<file path="src/rtl/serial_subtractor.sv">
// Bit-serial subtractor: computes a - b - bin LSB first over WIDTH cycles and
// reports result, borrow, zero and signed overflow with a start/ready/out_valid handshake.
module serial_subtractor #(
  parameter int WIDTH = 4
) (
  input  logic             clk,
  input  logic             rst_n,
  input  logic             start,
  input  logic [WIDTH-1:0] a,
  input  logic [WIDTH-1:0] b,
  input  logic             bin,
  output logic             ready,
  output logic             out_valid,
  output logic [WIDTH-1:0] result,
  output logic             borrow,
  output logic             zero,
  output logic             overflow
);

  // Handshake: an operation is accepted at a rising edge where start=1 and
  // ready=1; out_valid pulses for exactly one cycle when result/flags update,
  // and ready is high again in that same cycle so a new start can be accepted.

  localparam int CW = (WIDTH > 2) ? $clog2(WIDTH) : 1;

  typedef enum logic {
    IDLE  = 1'b0,
    SHIFT = 1'b1
  } state_t;

  state_t state, state_next;

  logic [CW-1:0]    cnt;
  logic [WIDTH-1:0] a_sr;
  logic [WIDTH-1:0] b_sr;
  logic [WIDTH-1:0] d_sr;
  logic             brw;
  logic             a_msb;
  logic             b_msb;

  logic             d_bit;
  logic             brw_nxt;
  logic             last;
  logic [WIDTH-1:0] final_val;

  // One full-subtractor bit slice plus the value the result register will hold.
  always_comb begin
    d_bit     = a_sr[0] ^ b_sr[0] ^ brw;
    brw_nxt   = (~a_sr[0] & b_sr[0]) | (~(a_sr[0] ^ b_sr[0]) & brw);
    final_val = {d_bit, d_sr[WIDTH-1:1]};
    last      = (cnt == CW'(WIDTH - 1));
  end

  always_ff @(posedge clk) begin
    if (!rst_n) state <= IDLE;
    else        state <= state_next;
  end

  always_comb begin
    state_next = state;
    case (state)
      IDLE:    if (start) state_next = SHIFT;
      SHIFT:   if (last)  state_next = IDLE;
      default: state_next = IDLE;
    endcase
  end

  always_comb begin
    ready = (state == IDLE);
  end

  // Datapath: shift registers, serial borrow and the held output registers.
  always_ff @(posedge clk) begin
    if (!rst_n) begin
      cnt       <= '0;
      a_sr      <= '0;
      b_sr      <= '0;
      d_sr      <= '0;
      brw       <= 1'b0;
      a_msb     <= 1'b0;
      b_msb     <= 1'b0;
      out_valid <= 1'b0;
      result    <= '0;
      borrow    <= 1'b0;
      zero      <= 1'b0;
      overflow  <= 1'b0;
    end else begin
      out_valid <= 1'b0;
      case (state)
        IDLE: begin
          if (start) begin
            a_sr  <= a;
            b_sr  <= b;
            d_sr  <= '0;
            brw   <= bin;
            a_msb <= a[WIDTH-1];
            b_msb <= b[WIDTH-1];
            cnt   <= '0;
          end
        end
        SHIFT: begin
          a_sr <= a_sr >> 1;
          b_sr <= b_sr >> 1;
          d_sr <= final_val;
          brw  <= brw_nxt;
          cnt  <= cnt + CW'(1);
          if (last) begin
            result    <= final_val;
            borrow    <= brw_nxt;
            zero      <= (final_val == '0);
            overflow  <= (a_msb != b_msb) && (final_val[WIDTH-1] != a_msb);
            out_valid <= 1'b1;
          end
        end
        default: ;
      endcase
    end
  end

endmodule
</file>
<file path="config.mk">
export PLATFORM = sky130hd
export DESIGN_NAME = serial_subtractor
export DESIGN_NICKNAME = d
export VERILOG_FILES = /design/src/rtl/serial_subtractor.sv
export SDC_FILE = /design/constraint.sdc
export NUM_CORES = 1
export LEC_CHECK = 0
export CAP_MARGIN = 10
export CORE_UTILIZATION = 30
export DETAILED_ROUTE_END_ITERATION = 7
export GPL_TIMING_DRIVEN = 0
export HOLD_SLACK_MARGIN = 0.02
export PLACE_DENSITY_LB_ADDON = 0.2
export SLEW_MARGIN = 40
export SYNTH_ARGS = -nofsm -noshare
export SYNTH_HDL_FRONTEND = slang
export SYNTH_SLANG_ARGS = --single-unit
</file>
<file path="constraint.sdc">
create_clock -name clk -period 3.09 [get_ports clk]
set_input_delay 0.7725 -clock clk [delete_from_list [all_inputs] [get_ports clk]]
set_output_delay 0.7725 -clock clk [all_outputs]
set_load 0.01 [all_outputs]
</file>
# Word-level counts from Yosys, hierarchy flattened
# Index checks and enable logic that the tools add are counted.
[classes]
addsub = 1
n_eq_ne = 4
muxes = 14
n_bitwise = 8
reduce_logical = 5
[op_table]
columns = ["op", "n"]
rows = [
  ["$pmux W4 S2", 3],
  ["$mux W4", 3],
  ["$reduce_and A2 Y1", 3],
  ["$logic_not A4 Y1", 1],
  ["$mux W1", 4],
  ["$pmux W1 S2", 2],
  ["$pmux W2 S2", 1],
  ["$not A1 Y1", 3],
  ["$add A2 B1 Y2 const B", 1],
  ["$and A1 B1 Y1", 2],
  ["$eq A2 B2 Y1 const B", 1],
  ["$mux W2", 1],
  ["$ne A1 B1 Y1", 2],
  ["$ne A2 B2 Y1 const B", 1],
  ["$xor A1 B1 Y1", 2],
  ["$logic_and A1 B1 Y1", 1],
  ["$or A1 B1 Y1", 1],
]
[totals]
reg_bits = 26
inputBits = 12
output_inout_bits = 9

# Longest topological paths before layout
[depth]
word_depth = 5
depth_mapped = 5
ltp_nobuf = 5

# Worst setup path after synthesis
# OpenSTA, ideal clock, no wires.
[synth_path]
kind = "register -> register"
startpoint = "register a_sr[0]"
endpoint = "register overflow"
setup_ns = 0.074
arrival_time_ns = 1.391
required_ns = 3.016
path_slack_ns = 1.625
path_stages_with_launch = 5
path_buffers = 0
period_less_slack_ns = 1.465
path_cell_list = "dfxtp_1 -> inv_1 -> fa_1 -> or3b_1 -> a31oi_1"
[synth_via]
elab_chain_len = 4
[synth_rtl]
columns = ["element", "line_no", "rtl"]
rows = [
  ["from (decl)", "34", "logic [WIDTH-1:0] a_sr;"],
  ["from (signal assigned)", "102", "a_sr <= a_sr >> 1;"],
  ["$xor A1 B1 Y1 (2 in a row)", "48", "d_bit = a_sr[0] ^ b_sr[0] ^ brw;"],
  ["$ne A1 B1 Y1", "111", "overflow <= (a_msb != b_msb) && (final_val[WIDTH-1] != a_msb);"],
  ["$logic_and A1 B1 Y1", "111", ""],
  ["to (signal assigned)", "111", ""],
  ["to (decl)", "17", "output logic overflow"],
]
# No other way between the ends.
# A chain may end at the register's enable or synchronous reset.

# Worst setup path after layout
[layout_path]
startpoint = "register state"
endpoint = "output port ready"
[layout_via]
elab_chain_len = 1
[layout_rtl]
columns = ["element", "line_no", "rtl"]
rows = [
  ["from (decl)", "31", "state_t state, state_next;"],
  ["from (signal assigned)", "56", "else state <= state_next;"],
  ["$not A1 Y1 (no line)", "-", ""],
  ["to (decl)", "12", "output logic ready,"],
]
# No other way between the ends.

==> results_dict.tcl <==
set metrics [dict create \
    status "finished, final reports clean" \
    power_frac_seq_pct 60.3 \
    clkPwrFrac_pct 24.6 \
    ys_warn_count 0 \
    dieWidth_um 62.5 \
    stdcell_area_um2 1370 \
    rrSetupSlack_ps 1550 \
    fin_util_pct 40.2 \
    nNetsFinal 152 \
    grt_pass1_vias 774 \
    top_layer_used "met4" \
    crit_type "reg2out" \
    cts_resized 0 \
    core_um2 3420 \
    ys_seq_elements 25 \
    wl_met1_um 962 \
    grt_pass1_wl_mm 3.48 \
    synth_fa_ha_area_share_pct 4.78 \
    startpoint_type "flip-flop" \
    io_pins 21 \
    cap_viol_max_count 0 \
    period_needed_ps 2400 \
    antenna_found_initial 0 \
    crit_chain "inv_2, buf_2, clkdlybuf4s50_1" \
    wire_per_inst_um 11.1 \
    hold_path_end "result[2]" \
    vias_per_cell 4.52 \
    synth_area_um2 1100 \
    area_growth_syn_to_layout_pct 25.1 \
    fmaxAchievable_mhz 416 \
    gp_routability_congestion 0.717 \
    vias 823 \
    layout-drive-gt1-share_pct 9.56 \
    final_common_cell "dfxtp_1" \
    synth_xor_area_share_pct 0 \
    endpoint_kind "output port" \
    synth_cell_type_count 28 \
    r2r_start "a_sr[0]" \
    cts_buffers 3 \
    relSlewSlack_pct 73.9 \
    drtPass1Iterations 4 \
    hp-start "result[2]" \
    worstSkewPairLatency_ps 310 \
    setup_tns_ps 0 \
    intPower_uw 433 \
    synthMuxAreaShare_pct 8.20 \
    dieArea_um2 3910 \
    worst_r2r_path_depth 4 \
    avgSynthCellArea_um2 9.72 \
    grt_max_degree 15 \
    crit_path_max_incr_delay_ps 570 \
    clk_pin_slew_worst_paths_ps 130 \
    finalMaxSlewViolations 0 \
    peakVddDrop_uv 277 \
    finClkSkew_ps 6.32 \
    final_cell_mix "25 x dfxtp_1, 22 x nand2_1, 19 x clkdlybuf4s50_1, 9 x mux2i_1, 7 x o211a_1" \
    path_max_fanout 10 \
    cts_max_path_buffers 2 \
    syn_nets 128 \
    cts.sinks 25 \
    cpMaxStageDelayCell "clkdlybuf4s50_1" \
    synth-compound-area-share_pct 15.6 \
    power_leakage_uw 0.000587 \
    hold_viol_final 0 \
    worstPathRequired_ps 2320 \
    combinationalPowerShare_pct 15.1 \
    rsz0062_at_grt "false" \
    cts_tree "done" \
    cts-root-buf "clkbuf_4" \
    r2r_end "overflow" \
    tightest_slew_ps 391 \
    gr-total-overflow 0 \
    whs_path_depth 2 \
    grt_usage_pct 11.2 \
    arrival_ps 1630 \
    diodes 0 \
    place_area_um2 1350 \
    p_switching_uw 143 \
    wl_met3_um 95 \
    cts_htree_levels 1 \
    seq_area_frac_synth_pct 45.6 \
    setup_viol 0 \
    syn_inst 113 \
    powerDensity_nw_per_um2 419 \
    swShare_pct 24.9 \
    drt_wl_total_mm 2.03 \
    initial_utilization_pct 32.2 \
    drt_iter0_drc 22 \
    cts_hold_buf 0 \
    wl_met2_um 953 \
    synthSimpleGateAreaFrac_pct 19.8 \
    hpwl_mm 1.55 \
    rows 21 \
    drc 0 \
    dieHeight_um 62.5 \
    hold_path_class "reg2reg" \
    synth_top_family_by_area "simple AND/OR/NAND/NOR gates" \
    finalCritPeriodShare_pct 77.7 \
    final_antenna_net_count 0 \
    post_cts_buffers 0 \
    io_buffers 19 \
]
## registers in the layout, indices dropped and copies added (netlist names)
signal and flops:
b_sr 4, a_msb 1, d_sr 3, out_valid 1, brw 1, cnt 2
zero 1, borrow 1, result 4, overflow 1, a_sr 4, b_msb 1
state 1
## critical path: cells and delay by family, from the launching register on
kind	cells	cell delay, ps
buffers and inverters	3	920
DFF	1	400
## layer usage
layer	vias to the layer above	track usage (%)
met5	-	0
met2	19	20.2
met1	370	12.7
met4	0	2.62
li1	432	-
met3	2	3.47
## stage by stage
step	worst slack, ps	std cells	power [uW]	hold WS, ps
final	688	182	576	463
after global routing	569	182	613	497
after detailed placement	1030	178	443	449
after CTS	651	182	586	468
after floorplan	1620	113	411	439
after global placement	1040	178	441	444
## cell type report
type                    count  area, um2
clock buffers               3       22.5
multi-input cells          77        532
flip-flops and latches     25        500
fillers                   352       2040
inverters                   4       15.0
well taps                  46       57.6
repair buffers             19        190
plain buffers               7       51.3
clock inverters             1       5.00
## kinds of logic (layout without fill, tap and decap cells)
logic type | count (synthesis) | after routing
adder cells (fa/ha/maj) | 3 | 3
AO/OA/AOI/OAI | 21 | 21
buffers and inverters | 11 | 34
AND/OR/NAND/NOR | 44 | 44
flip-flops | 25 | 25
multiplexers | 9 | 9
## Yosys cell counts
| cell | n | area share, % |
|---|---|---|
| o211a_1 | 7 | 6.4 |
| buf_6 | 2 | 2.0 |
| o21a_1 | 1 | 0.68 |
| a21oi_1 | 3 | 1.4 |
| inv_1 | 3 | 1.0 |
| nor2_1 | 5 | 1.7 |
| clkbuf_1 | 1 | 0.34 |
| and2_1 | 1 | 0.57 |
| nand2_1 | 22 | 7.5 |
| a21boi_2 | 1 | 1.0 |
| buf_4 | 2 | 1.4 |
| mux2i_1 | 9 | 8.2 |
| nand3b_1 | 1 | 0.68 |
| nor4_1 | 1 | 0.57 |
| inv_2 | 1 | 0.34 |
| nor3b_1 | 4 | 2.7 |
| and2b_1 | 1 | 0.68 |
| fa_1 | 2 | 3.6 |
| o21ai_2 | 1 | 0.80 |
| a21boi_1 | 4 | 2.7 |
| a31oi_1 | 1 | 0.57 |
| or3b_1 | 1 | 0.80 |
| dfxtp_1 | 25 | 46 |
| o211ai_1 | 3 | 2.0 |
| and3_1 | 2 | 1.1 |
| buf_2 | 2 | 0.91 |
| ha_1 | 1 | 1.1 |
| nor2b_1 | 6 | 3.4 |
## power by group through the flow
stage | clock network, uW | logic (uW) | registers, uW
5_1_grt | 165 | 99.4 | 349
6_report | 142 | 87.1 | 347
4_1_cts | 150 | 88.6 | 348
2_1_floorplan | 0 | 59.2 | 352
3_5_place_dp | 0 | 87.9 | 355
3_3_place_gp | 0 | 86.7 | 354
## worst max-delay path by stage
stage,from,to,depth (start not counted)
2_1_floorplan,a_sr[0],overflow,4
3_3_place_gp,state,ready,3
3_5_place_dp,state,ready,3
4_1_cts,state,ready,3
5_1_grt,state,ready,3
6_report,state,ready,3
Power figures use the tool's default switching activity.
